## src/rtl/ssd_pkg.sv

```systemverilog
// Shared constants and types for the seven-segment scan driver.
package ssd_pkg;

    localparam int unsigned SEG_W = 8;

    // Active-low blank pattern: every segment and the decimal point off
    localparam logic [SEG_W-1:0] SEG_BLANK = 8'hFF;

    // Bit positions inside a segment pattern
    localparam int unsigned SEG_A  = 7;
    localparam int unsigned SEG_B  = 6;
    localparam int unsigned SEG_C  = 5;
    localparam int unsigned SEG_D  = 4;
    localparam int unsigned SEG_E  = 3;
    localparam int unsigned SEG_F  = 2;
    localparam int unsigned SEG_G  = 1;
    localparam int unsigned SEG_DP = 0;

    // Phase within one digit slot
    typedef enum logic {
        PH_GUARD = 1'b0,
        PH_DRIVE = 1'b1
    } phase_t;

endpackage

```

## src/rtl/ssd_scan_timer.sv

```systemverilog
// Slot prescaler and digit index for the multiplexed display scan.
module ssd_scan_timer
    import ssd_pkg::*;
#(
    parameter int unsigned NUM_DIGITS   = 4,
    parameter int unsigned SCAN_DIV     = 100000,
    parameter int unsigned GUARD_CYCLES = 2,
    localparam int unsigned CNT_W = $clog2(SCAN_DIV),
    localparam int unsigned IDX_W = $clog2(NUM_DIGITS)
) (
    input  logic             clk,
    input  logic             rst_n,
    output logic [CNT_W-1:0] cnt,
    output logic [IDX_W-1:0] idx,
    output phase_t           phase,
    output logic             slot_end,
    output logic             frame_end
);

    // Slot and frame boundaries decoded from the current position
    assign slot_end  = (cnt == CNT_W'(SCAN_DIV - 1));
    assign frame_end = slot_end && (idx == IDX_W'(NUM_DIGITS - 1));
    assign phase     = (cnt < CNT_W'(GUARD_CYCLES)) ? PH_GUARD : PH_DRIVE;

    // Cycle counter within a slot; advance the digit index at each slot end
    always_ff @(posedge clk or negedge rst_n) begin
        if (!rst_n) begin
            cnt <= '0;
            idx <= '0;
        end else begin
            if (slot_end) begin
                cnt <= '0;
                idx <= frame_end ? '0 : idx + IDX_W'(1);
            end else begin
                cnt <= cnt + CNT_W'(1);
            end
        end
    end

endmodule

```

## src/rtl/ssd_scan_ctrl.sv

```systemverilog
// Double-buffered, time-multiplexed seven-segment display driver with guard blanking.
module ssd_scan_ctrl
    import ssd_pkg::*;
#(
    parameter int unsigned NUM_DIGITS   = 4,
    parameter int unsigned SCAN_DIV     = 100000,
    parameter int unsigned GUARD_CYCLES = 2
) (
    input  logic                        clk,
    input  logic                        rst_n,
    input  logic [SEG_W*NUM_DIGITS-1:0] seg_in,
    input  logic                        in_valid,
    output logic                        in_ready,
    input  logic [NUM_DIGITS-1:0]       digit_en,
    output logic [NUM_DIGITS-1:0]       ssd_ctl,
    output logic [SEG_W-1:0]            ssd_seg,
    output logic                        frame_tick
);

    localparam int unsigned CNT_W = $clog2(SCAN_DIV);
    localparam int unsigned IDX_W = $clog2(NUM_DIGITS);

    logic [CNT_W-1:0] cnt;
    logic [IDX_W-1:0] idx;
    phase_t           phase;
    logic             slot_end;
    logic             frame_end;

    // Packed per-digit view: element i is the pattern of digit i
    logic [NUM_DIGITS-1:0][SEG_W-1:0] pending_buf;
    logic [NUM_DIGITS-1:0][SEG_W-1:0] active_buf;

    logic                  accept;
    logic [NUM_DIGITS-1:0] ctl_d;
    logic [SEG_W-1:0]      seg_d;

    ssd_scan_timer #(
        .NUM_DIGITS   (NUM_DIGITS),
        .SCAN_DIV     (SCAN_DIV),
        .GUARD_CYCLES (GUARD_CYCLES)
    ) u_timer (
        .clk       (clk),
        .rst_n     (rst_n),
        .cnt       (cnt),
        .idx       (idx),
        .phase     (phase),
        .slot_end  (slot_end),
        .frame_end (frame_end)
    );

    // in_ready doubles as the "pending buffer empty" flag
    assign accept = in_valid && in_ready;

    // Capture into pending; promote pending to active only at a frame boundary
    always_ff @(posedge clk or negedge rst_n) begin
        if (!rst_n) begin
            pending_buf <= {NUM_DIGITS{SEG_BLANK}};
            active_buf  <= {NUM_DIGITS{SEG_BLANK}};
            in_ready    <= 1'b1;
        end else if (accept) begin
            pending_buf <= seg_in;
            in_ready    <= 1'b0;
        end else if (frame_end && !in_ready) begin
            active_buf <= pending_buf;
            in_ready   <= 1'b1;
        end
    end

    // Next anode/segment values for the current slot position
    always_comb begin
        ctl_d = '1;
        seg_d = SEG_BLANK;
        if (phase == PH_DRIVE && digit_en[idx]) begin
            ctl_d[idx] = 1'b0;
            seg_d      = active_buf[idx];
        end
    end

    // Output registers, one cycle behind the scan position
    always_ff @(posedge clk or negedge rst_n) begin
        if (!rst_n) begin
            ssd_ctl    <= '1;
            ssd_seg    <= SEG_BLANK;
            frame_tick <= 1'b0;
        end else begin
            ssd_ctl    <= ctl_d;
            ssd_seg    <= seg_d;
            frame_tick <= frame_end;
        end
    end

    // A frame boundary is always the last cycle of a slot
    frame_end_in_slot_end: assert property (
        @(posedge clk) disable iff (!rst_n)
        frame_end |-> (slot_end && cnt == CNT_W'(SCAN_DIV - 1))
    );

endmodule

```

## config.mk

```make
export PLATFORM = sky130hd
export DESIGN_NAME = ssd_scan_ctrl
export DESIGN_NICKNAME = d
export VERILOG_FILES = /design/src/rtl/ssd_pkg.sv /design/src/rtl/ssd_scan_timer.sv /design/src/rtl/ssd_scan_ctrl.sv
export SDC_FILE = /design/constraint.sdc
export NUM_CORES = 1
export LEC_CHECK = 0
export BUFFER_PORTS_ARGS = -buffer_cell sky130_fd_sc_hd__buf_2
export CORE_UTILIZATION = 40
export CTS_CLUSTER_SIZE = 16
export DETAILED_ROUTE_END_ITERATION = 8
export PLACE_DENSITY = 0.69
export REMOVE_ABC_BUFFERS = 1
export SETUP_SLACK_MARGIN = 0.5
export SKIP_CTS_REPAIR_TIMING = 1
export SLEW_MARGIN = 0
export SYNTH_ARGS = -nofsm -noshare
export SYNTH_HDL_FRONTEND = slang
export SYNTH_SLANG_ARGS = --single-unit
```

## constraint.sdc

```tcl
create_clock -name clk -period 4.3 [get_ports clk]
set_input_delay 0.215 -clock clk [delete_from_list [all_inputs] [get_ports clk]]
set_output_delay 0.215 -clock clk [all_outputs]
set_load 0.05 [all_outputs]
```

==> results of run 1 <==
where the power goes:
| group | internal, mW | switching [mW] |
|---|---|---|
| combinational | 0.0185 | 0.0422 |
| sequential | 0.923 | 0.00116 |
| clock | 0.300 | 0.294 |
| total | 1.24 | 0.337 |
state kept, by name, indices dropped and copies added (netlist names):
signal / cells
u_timer.cnt: 17
active_buf: 32
frame_tick: 1
ssd_seg: 8
in_ready: 1
pending_buf: 32
u_timer.idx: 2
ssd_ctl: 4
cell families (layout without fill, tap and decap cells):
family / Yosys count / after routing / share of synthesized area (%)
compound gates: 7 / 7 / 0.974
xor+xnor: 13 / 13 / 2.77
mux: 74 / 74 / 22.7
flops: 97 / 97 / 61.4
simple gates: 60 / 60 / 8.46
fa+ha+maj: 5 / 5 / 1.52
buf+inv: 16 / 76 / 2.16
layout make-up:
| cell class | instances | area (µm²) | area share, % |
|---|---|---|---|
| repair buffers | 56 | 295 | 6.28 |
| inverters | 4 | 15.0 | 0.320 |
| flip-flops and latches | 97 | 2520 | 53.7 |
| multi-input cells | 159 | 1500 | 31.9 |
| clock buffers | 13 | 159 | 3.38 |
| well taps | 133 | 166 | 3.54 |
| clock inverters | 3 | 40.0 | 0.852 |
path summary, 6_finish.rpt:
check	slack, ns	to	cells after the start	from
setup / recovery	1.94	active_buf[8]	5	u_timer.idx[0]
hold / removal	0.09	pending_buf[1]	2	seg_in[1]
setup reg to reg	1.94	active_buf[8]	5	u_timer.idx[0]
hold reg to reg	0.51	u_timer.cnt[8]	1	u_timer.cnt[8]
max in group asynchronous	2.89	u_timer.idx[1]	3	rst_n
min in group asynchronous	0.32	u_timer.cnt[4]	2	rst_n
stage by stage:
step | util (%) | area, µm²
after detailed placement | 45.5 | 4490
after floorplan | - | 4040
after global placement | 45.5 | 4490
final | 47.6 | 4700
after global routing | 47.6 | 4700
after CTS | 47.5 | 4690
routing by layer:
metal | wire length, µm | vias to the layer above
li1 | - | 1068
met5 | 0 | -
met1 | 3180 | 1112
met3 | 280 | 7
met2 | 3240 | 41
met4 | 99 | 0
synthesized netlist by cell type:
master,instances,area (µm²)
buf_1,3,11.3
mux2_1,3,33.8
mux2_2,62,698
nor2b_1,1,6.26
and4_1,3,26.3
ha_1,5,62.6
or4_1,1,7.51
o21a_1,1,7.51
nor4_4,1,21.3
xnor2_1,4,35.0
nand4_4,1,21.3
inv_1,4,15.0
nor2_1,11,41.3
nor3_1,3,15.0
dfstp_2,77,2020
buf_4,1,7.51
a21oi_1,2,10.0
xor2_1,9,78.8
mux4_2,9,203
a21o_1,1,7.51
nand4_1,4,25.0
nand2_1,9,33.8
or3_1,2,12.5
dfrtp_1,20,500
nand2b_1,8,50.1
buf_6,3,33.8
nand3_1,10,50.1
nor4_1,2,12.5
and3_1,4,25.0
o21ai_0,3,15.0
buf_2,2,10.0
clkbuf_1,3,11.3
==> out/results.md, run 1 <==
| Quantity | Value |
| --- | --- |
| Outcome | finished, final reports clean |
| Peak fanout along the critical path | 33 |
| Area growth from synthesis to final layout | 14.3% |
| Worst-path cell chain | ha_1 > inv_1 > nor4_4 > buf_4 > mux2_2 |
| Number of clock sinks | 97 |
| X dimension of the die | 103 µm |
| Iter 0 DRT Violations | 79 |
| Worst Hold Slack | 0.0866 ns |
| Startpoint kind of the worst setup timing path | register |
| All-Layer GR Usage | 14.8% |
| Post-synthesis sequential area ratio | 61.4% |
| Most frequent standard cell in the layout excluding fill and tap cells | dfstp_2 |
| Buf/Inv on CP | 2 |
| Layout cell share with drive strength beyond 1 | 66.0% |
| Number of nets with antenna violations after routing | 0 |
| Pin slew with the least headroom to its limit | 0.774 ns |
| Final Power | 1.58 mW |
| Initial antenna violation count | 0 |
| Post-synthesis instance area | 4110 µm² |
| Clock latency reported for the late side of the worst-skew pair | 0.36 ns |
| Gpl congestion | 0.840 |
| Number of buffers created by CTS | 9 |
| Part of the cycle the worst path needs | 54.9% |
| Syn. warnings | 0 |
| Leakage power of the design | 2.05 nW |
| Worst Setup Slack, final | 1.94 ns |
| Site Rows | 36 |
| Peak supply drop | 0.213 mV |
| Most frequent cells in the layout | dfstp_2 (77), mux2_2 (62), buf_2 (51), dfrtp_1 (20) |
| Clock slew at reported path FFs | 0.09 ns |
| Via count of the routed design | 2228 |
| DRC violation count after routing | 0 |
| Die Height | 103 µm |
| Starting utilization of the core area | 41.7% |
| Number of distinct library cells after synthesis | 32 |
| Power density normalized to cell area | 336 nW/µm² |
| Maximum number of pins on one net before global-route repair | 67 |
| Register bit count reported by yosys | 97 |
| Average cell area after synthesis | 15.1 µm² |
| Cell Count Post-Placement | 448 |
| CTS HTree Levels | 3 |
| Worst setup path category | register to register |
| Wire length of the first global-routing pass | 11700 µm |
| Fmax | 424 MHz |
| Unrepaired setup endpoints after global routing | no |
| Die area | 10700 µm² |
| Crit path arrival time | 2.64 ns |
| Met2 track demand over resource in global routing | 22.7% |
| Count of buffers from port buffering | 52 |
| Max clock buf depth | 2 |
| Number of antenna diodes | 0 |
| Met1 Usage GRT | 20.0% |
| Count of fill cells added during filler insertion | 871 |
| Crit path max-delay cell type | dfrtp_1 |
| Number of global-route vias before repair | 2365 |
| Type of destination of the critical path | register |
| Clock Tree Root | clkbuf_8 |
| Worst min-delay path category | input pin to register |
| Number of hold violations in the final report | 0 |
| DP HPWL | 4600 µm |
| 1st-pass router iterations | 4 |
| Family with the most delay on the worst path | flip-flops |
| Count of final max-slew check failures | 0 |
| WL/cell | 14.6 µm |
| Setup skew after layout | 0.0127 ns |
| Net count reported at finish | 371 |
| Worst Path Required | 4.58 ns |
| Worst slew margin | 48.4% |
| Detailed Route WL | 6800 µm |
| Boundary pin count | 53 |
| Final setup vio count | 0 |
| TritonCTS clock tree | done |
| Finished Layout Cells | 465 |
| Grt ovf | 0 |
| Post-placement worst setup slack | 1.90 ns |
| Vias per cell | 4.79 |
| M3 GR Usage | 3.63% |
| Core Region | 9860 µm² |
| Routing layer with the top usage in global route | met2 |
| Number of violations of the max-capacitance limit | 0 |
| Fin crit period | 2.36 ns |
| Biggest cell delay along the critical path | 0.81 ns |
| Cell count after synthesis | 272 |
| Final sum of negative setup slack | 0 ns |
Power figures use the tool's default switching activity.
==> inputs of run 2 (changes only) <==
--- a/config.mk
+++ b/config.mk
@@ -5,11 +5,12 @@
 export SDC_FILE = /design/constraint.sdc
 export NUM_CORES = 1
 export LEC_CHECK = 0
+export ABC_AREA = 1
 export BUFFER_PORTS_ARGS = -buffer_cell sky130_fd_sc_hd__buf_2
 export CORE_UTILIZATION = 40
 export CTS_CLUSTER_SIZE = 16
 export DETAILED_ROUTE_END_ITERATION = 8
-export PLACE_DENSITY = 0.69
+export PLACE_DENSITY = 0.71
 export REMOVE_ABC_BUFFERS = 1
 export SETUP_SLACK_MARGIN = 0.5
 export SKIP_CTS_REPAIR_TIMING = 1
==> constraint.sdc (replaced) <==
create_clock -name clk -period 1.9 [get_ports clk]
set_input_delay 0.095 -clock clk [delete_from_list [all_inputs] [get_ports clk]]
set_output_delay 0.095 -clock clk [all_outputs]
set_load 0.05 [all_outputs]
==> run 2 against run 1 <==
Compared with the run above: setup slack worse by 1.7 ns; first-iteration DRC count rose to 2.6 times the previous value; register-to-register slack worse by 1.7 ns; design area up 22%; via count up 58%; hold slack better by 0.12 ns; clock power up 110%; die area up 8.1%; sequential power up 150%; largest cell class unchanged.
==> out/results.md, run 2 <==
| Quantity | Value | Change |
| --- | --- | --- |
| Post-synth EDFFs | 0 | unchanged |
| Core occupancy in the finished layout | 53.0% | was 47.6% |
| Worst min-delay path category | input pin to asynchronous set/reset pin | was input pin to register |
| Syn. warnings | 0 | unchanged |
| Fmax | 611 MHz | was 424 MHz |
| Net count reported at finish | 600 | was 371 |
| Worst slew margin | 67.3% | was 48.4% |
| Initial antenna violation count | 0 | unchanged |
| Number of nets with antenna violations after routing | 0 | unchanged |
| Part of the cycle the worst path needs | 86.2% | was 54.9% |
| Number of violations of the max-capacitance limit | 0 | unchanged |
| Startpoint kind of the worst setup timing path | register | unchanged |
| Most frequent standard cell in the layout excluding fill and tap cells | nand2_1 | was dfstp_2 |
| WL/cell | 15.0 µm | was 14.6 µm |
| Number of distinct library cells after synthesis | 29 | was 32 |
| Worst setup path category | register to register | unchanged |
| Worst-path cell chain | ha_2 > nand2_2 > nor2_4 > nand3_2 > nor2_4 > buf_12 > clkbuf_16 > nand4_1 > nand2_1 | was ha_1 > inv_1 > nor4_4 > buf_4 > mux2_2 |
| Number of hold violations in the final report | 0 | unchanged |
| Outcome | finished, final reports clean | unchanged |
| DP HPWL | 6630 µm | was 4600 µm |
| Layout cell share with drive strength beyond 1 | 43.7% | was 66.0% |
| Power density normalized to cell area | 664 nW/µm² | was 336 nW/µm² |
| Gpl congestion | 0.850 | was 0.840 |
| DRC violation count after routing | 0 | unchanged |
| Starting utilization of the core area | 41.1% | was 41.7% |
| Cell count after synthesis | 453 | was 272 |
| Fin crit period | 1.64 ns | was 2.36 ns |
| Die Height | 107 µm | was 103 µm |
| Iter 0 DRT Violations | 209 | was 79 |
| Die area | 11600 µm² | was 10700 µm² |
| Worst Path Required | 2.23 ns | was 4.58 ns |
| Boundary pin count | 53 | unchanged |
| Clock latency reported for the late side of the worst-skew pair | 0.38 ns | was 0.36 ns |
| Maximum number of pins on one net before global-route repair | 51 | was 67 |
| Most area-consuming cells after synthesis | dfstp_2 (45%), dfrtp_1 (11%), nand2_1 (8.7%) | was dfstp_2 (49%), mux2_2 (17%), dfrtp_1 (12%) |
| Final sum of negative setup slack | 0 ns | unchanged |
| CP most frequent cell | nor2_4 |  |
| Peak fanout along the critical path | 10 | was 33 |
| 1st-pass router iterations | 4 | unchanged |
| Register bit count reported by yosys | 97 | unchanged |
| Largest area contributor in the netlist | dfstp_2 | unchanged |
| Via count of the routed design | 3516 | was 2228 |
| Count of buffers from port buffering | 52 | unchanged |
| Post-synthesis instance area | 4450 µm² | was 4110 µm² |
| Clock slew at reported path FFs | 0.10 ns | was 0.09 ns |
| Setup skew after layout | 0.0113 ns | was 0.0127 ns |
| Leakage power of the design | 2.57 nW | was 2.05 nW |
| Number of global-route vias before repair | 3212 | was 2365 |
| Count of fill cells added during filler insertion | 979 | was 871 |
| Most used standard cells in the synthesized netlist | nand2_1 (103), dfstp_2 (77), nor2_1 (49) | was dfstp_2 (77), mux2_2 (62), dfrtp_1 (20) |
| Average cell area after synthesis | 9.82 µm² | was 15.1 µm² |
| Met1 Usage GRT | 23.3% | was 20.0% |
| Core Region | 10800 µm² | was 9860 µm² |
| X dimension of the die | 107 µm | was 103 µm |
| Site Rows | 38 | was 36 |
| Area growth from synthesis to final layout | 29.0% | was 14.3% |
| Cell with the most instances after synthesis | nand2_1 | was dfstp_2 |
| Crit path arrival time | 1.96 ns | was 2.64 ns |
| Number of antenna diodes | 0 | unchanged |
| Number of buffers created by CTS | 9 | unchanged |
| M3 GR Usage | 3.87% | was 3.63% |
| Dominant register cell in the synthesized netlist | dfstp_2 | unchanged |
| Top Registers | active_buf x32, pending_buf x32, u_timer.cnt x17 | unchanged |
| Async set-or-reset flop fraction in the synthesized netlist | 100% | unchanged |
| Met2 track demand over resource in global routing | 28.4% | was 22.7% |
| Wire length of the first global-routing pass | 15600 µm | was 11700 µm |
| Max clock buf depth | 2 | unchanged |
| Pin slew with the least headroom to its limit | 0.487 ns | was 0.774 ns |
| Count of final max-slew check failures | 0 | unchanged |
| Type of destination of the critical path | register | unchanged |
| Post-synthesis sequential area ratio | 56.7% | was 61.4% |
| Crit path max-delay cell type | dfrtp_1 | unchanged |
| Biggest cell delay along the critical path | 0.39 ns | was 0.81 ns |
| Clock Tree Root | clkbuf_8 | unchanged |
| Worst Hold Slack | 0.202 ns | was 0.0866 ns |
| Number of clock sinks | 97 | unchanged |
| Grt ovf | 0 | unchanged |
| Fraction of synthesized cell area taken by the top area cell type | 45.5% | was 49.2% |
| All-Layer GR Usage | 17.6% | was 14.8% |
| Routing layer with the top usage in global route | met2 | unchanged |
| Detailed Route WL | 10500 µm | was 6800 µm |
| CTS HTree Levels | 3 | unchanged |
| Vias per cell | 5.02 | was 4.79 |
| Most frequent cells in the layout | nand2_1 (89), dfstp_2 (77), buf_2 (51), nor2_1 (44), nand4_1 (35) | was dfstp_2 (77), mux2_2 (62), buf_2 (51), dfrtp_1 (20) |
| Final setup vio count | 0 | unchanged |
| Unrepaired setup endpoints after global routing | yes | was no |
| Final Power | 3.81 mW | was 1.58 mW |
| Peak supply drop | 0.435 mV | was 0.213 mV |
| TritonCTS clock tree | done | unchanged |
## run 2: kinds of logic after synthesis
family                   share of synthesized area [%]
AO/OA/AOI/OAI                                     4.84
XOR/XNOR                                          1.18
adder cells (fa/ha/maj)                           1.41
buffers and inverters                             6.41
flip-flops                                        56.7
multiplexers                                      8.10
AND/OR/NAND/NOR                                   21.4
## run 2: worst max-delay path: cells and delay by family, from the launching register on
kind | cells | cell delay (ns)
buffers and inverters | 2 | 0.31
adder cells (fa/ha/maj) | 1 | 0.21
AND/OR/NAND/NOR | 6 | 0.68
flip-flops | 1 | 0.39
## run 2: final timing paths
path	start	to	slack, ns	depth (start not counted)
setup / recovery	u_timer.cnt[0]	active_buf[25]	0.26	9
hold / removal	rst_n	u_timer.idx[1]	0.20	2
setup reg to reg	u_timer.cnt[0]	active_buf[25]	0.26	9
hold reg to reg	active_buf[22]	active_buf[22]	0.47	2
max in group asynchronous	rst_n	ssd_seg[5]	1.05	3
min in group clk	digit_en[0]	ssd_seg[0]	0.35	6
## run 2: report_power, final
part	total (mW)	switching [mW]	internal [mW]
registers	2.27	0.0457	2.22
logic	0.281	0.135	0.146
clock network	1.26	0.739	0.520
total	3.81	0.920	2.89
## run 2: layout make-up
type	instances	area (µm²)	share of cell area, %
timing repair buffer	114	966	16.8
sequential	97	2520	44.0
clock inverter	5	36.3	0.632
timing repair inverter	1	7.51	0.131
inverter	39	153	2.66
multi-input combinational	294	1740	30.3
clock buffer	11	141	2.46
tap	140	175	3.05
## run 2: layer usage
layer	part of all wire (%)	wire length, µm
met3	4.4	459
met5	0	0
met1	45	4750
met4	1.8	184
met2	49	5110
## run 2: per-stage QoR
stage                     instance area (µm²)  instances  setup slack (ns)
final                                    5740        701             0.262
after detailed placement                 4880        635             0.235
after floorplan                          4310        430            -0.280
after global routing                     5740        701             0.203
after global placement                   4880        635             0.297
after CTS                                5060        651             0.217
==> inputs of run 3 (changes only) <==
--- a/config.mk
+++ b/config.mk
@@ -11,6 +11,7 @@
 export CTS_CLUSTER_SIZE = 16
 export DETAILED_ROUTE_END_ITERATION = 8
 export PLACE_DENSITY = 0.71
+export RECOVER_POWER = 50
 export REMOVE_ABC_BUFFERS = 1
 export SETUP_SLACK_MARGIN = 0.5
 export SKIP_CTS_REPAIR_TIMING = 1
==> run 3 against run 2 <==
Compared with the run above: sequential cell count stayed put; wire length grew 0.39%; maximum frequency shrank 1.1%; design area shrank 0.44%; sequential share of layout area up 0.19 points; core utilization down 0.23 points; setup slack got worse by 0.019 ns; critical path type unchanged; largest cell class unchanged.
==> out/results.md, run 3 (synthesis gave the netlist of run 2 again) <==
| Quantity | Value | Change |
| --- | --- | --- |
| Final sum of negative setup slack | 0 ns | unchanged |
| Worst Hold Slack | 0.333 ns | was 0.202 ns |
| Count of buffers from port buffering | 52 | unchanged |
| Met1 Usage GRT | 23.3% | unchanged |
| Number of violations of the max-capacitance limit | 0 | unchanged |
| Met2 track demand over resource in global routing | 28.4% | unchanged |
| Most frequent cells in the layout | nand2_1 (89), dfstp_2 (76), buf_2 (47), nor2_1 (44), nand4_1 (35) | was nand2_1 (89), dfstp_2 (77), buf_2 (51), nor2_1 (44), nand4_1 (35) |
| Die Height | 107 µm | unchanged |
| Power share of the clock group | 33.1% | about the same |
| Peak supply drop | 0.435 mV | about the same |
| Crit path max-delay cell type | dfrtp_1 | unchanged |
| Unrepaired setup endpoints after global routing | yes | unchanged |
| DRC violation count after routing | 0 | unchanged |
| Crit path arrival time | 1.99 ns | was 1.96 ns |
| Switching share of total power | 24.2% | about the same |
| Worst Path Required | 2.23 ns | about the same |
| Number of global-route vias before repair | 3212 | unchanged |
| Startpoint kind of the worst setup timing path | register | unchanged |
| Initial antenna violation count | 0 | unchanged |
| All-Layer GR Usage | 17.6% | unchanged |
| Biggest cell delay along the critical path | 0.39 ns | about the same |
| Wire length of the first global-routing pass | 15600 µm | unchanged |
| Core occupancy in the finished layout | 52.7% | was 53.0% |
| Maximum number of pins on one net before global-route repair | 51 | unchanged |
| Power share of the combinational group | 7.3% | was 7.4% |
| Number of hold violations in the final report | 0 | unchanged |
| Setup skew after layout | 0.0109 ns | was 0.0113 ns |
| Post-placement worst setup slack | 0.235 ns | unchanged |
| Routing layer with the top usage in global route | met2 | unchanged |
| X dimension of the die | 107 µm | unchanged |
| Number of clock sinks | 97 | unchanged |
| Register share of total power | 59.7% | was 59.6% |
| Clock Tree Root | clkbuf_8 | unchanged |
| Boundary pin count | 53 | unchanged |
| Core Region | 10800 µm² | unchanged |
| Site Rows | 38 | unchanged |
| Most frequent standard cell in the layout excluding fill and tap cells | nand2_1 | unchanged |
| Worst-path cell chain | ha_1 > nand2_2 > nor2_4 > nand3_2 > nor2_4 > buf_12 > clkbuf_16 > nand4_1 > nand2_1 | was ha_2 > nand2_2 > nor2_4 > nand3_2 > nor2_4 > buf_12 > clkbuf_16 > nand4_1 > nand2_1 |
| Die area | 11600 µm² | unchanged |
| Fin crit period | 1.66 ns | was 1.64 ns |
| DP HPWL | 6630 µm | unchanged |
| Type of destination of the critical path | register | unchanged |
| Detailed Route WL | 10500 µm | about the same |
| Final Power | 3.80 mW | was 3.81 mW |
| Iter 0 DRT Violations | 201 | was 209 |
| Power density normalized to cell area | 665 nW/µm² | was 664 nW/µm² |
| CP most frequent cell | nor2_4 | unchanged |
| Fmax | 604 MHz | was 611 MHz |
| Layout cell share with drive strength beyond 1 | 42.6% | was 43.7% |
| Pin slew with the least headroom to its limit | 0.781 ns | was 0.487 ns |
| Worst setup path category | register to register | unchanged |
| TritonCTS clock tree | done | unchanged |
| CTS HTree Levels | 3 | unchanged |
| Worst slew margin | 47.9% | was 67.3% |
| Gpl congestion | 0.850 | unchanged |
| Outcome | finished, final reports clean | unchanged |
| Clock latency reported for the late side of the worst-skew pair | 0.38 ns | about the same |
| Starting utilization of the core area | 41.1% | unchanged |
| Leakage power of the design | 2.56 nW | was 2.57 nW |
| M3 GR Usage | 3.87% | unchanged |
| Sw Pwr | 0.919 mW | was 0.920 mW |
| Vias per cell | 5.01 | was 5.02 |
| Net count reported at finish | 600 | unchanged |
| Worst Setup Slack, final | 0.244 ns | was 0.262 ns |
| Clock slew at reported path FFs | 0.10 ns | about the same |
| 1st-pass router iterations | 5 | was 4 |
| Part of the cycle the worst path needs | 87.2% | was 86.2% |
| Number of nets with antenna violations after routing | 0 | unchanged |
| Final setup vio count | 0 | unchanged |
| Count of final max-slew check failures | 0 | unchanged |
| Area growth from synthesis to final layout | 28.4% | was 29.0% |
| Number of buffers created by CTS | 9 | unchanged |
| WL/cell | 15.0 µm | about the same |
| Max clock buf depth | 2 | unchanged |
| Worst min-delay path category | input pin to asynchronous set/reset pin | unchanged |
| Peak fanout along the critical path | 10 | unchanged |
| Via count of the routed design | 3515 | was 3516 |
| Number of antenna diodes | 0 | unchanged |
| Grt ovf | 0 | unchanged |
| Top Registers | active_buf x32, pending_buf x32, u_timer.cnt x17 | unchanged |
| Internal Pwr Total | 2.88 mW | was 2.89 mW |
-- run 3: cell count changes in the layout (fill, tap and decap cells not counted), sizes merged --
cell / before / now
clkbuf: 15 / 22
buf: 76 / 69
-- run 3: path summary, 6_finish.rpt --
kind / startpoint / end / slack (ns) / cells after the start
worst min register to register: active_buf[9] / active_buf[9] / 0.46 / 2
min in group clk: digit_en[0] / ssd_seg[0] / 0.35 / 6
worst max-delay path: u_timer.cnt[0] / active_buf[25] / 0.24 / 9
worst min-delay path: rst_n / u_timer.idx[1] / 0.33 / 2
max in group asynchronous: rst_n / pending_buf[10] / 0.41 / 3
worst max register to register: u_timer.cnt[0] / active_buf[25] / 0.24 / 9
-- run 3: worst max-delay path: cells and delay by family (launching register included) --
kind | cells | cell delay [ns]
adder cells (fa/ha/maj) | 1 | 0.22
AND/OR/NAND/NOR | 6 | 0.70
flip-flops | 1 | 0.39
buffers and inverters | 2 | 0.31
-- run 3: cell type report --
cell class,instances,area (µm²)
Fill cell,986,5120
Sequential cell,97,2520
Multi-Input combinational cell,294,1730
Timing Repair Buffer,114,943
Tap cell,140,175
Inverter,39,153
Clock buffer,11,141
Clock inverter,5,36.3
Timing Repair inverter,1,7.51
-- run 3: routing by layer --
| layer | routed length [µm] | vias to the layer above | part of all wire [%] |
|---|---|---|---|
| met2 | 5190 | 83 | 49 |
| met5 | 0 | - | 0 |
| li1 | - | 1698 | - |
| met3 | 496 | 11 | 4.7 |
| met4 | 143 | 0 | 1.4 |
| met1 | 4720 | 1723 | 45 |
-- run 3: through the flow --
step	cell area [µm²]	std cells
5_1_grt	5720	701
2_1_floorplan	4310	430
3_5_place_dp	4880	635
3_3_place_gp	4880	635
4_1_cts	5060	651
6_report	5720	701
-- run 3: power groups by stage --
stage / clock, mW / combinational, mW / sequential (mW)
final: 1.26 / 0.276 / 2.27
after global routing: 1.37 / 0.303 / 2.28
after CTS: 1.29 / 0.225 / 2.27
after detailed placement: 0 / 0.225 / 2.30
after global placement: 0 / 0.217 / 2.30
after floorplan: 0 / 0.0783 / 2.32
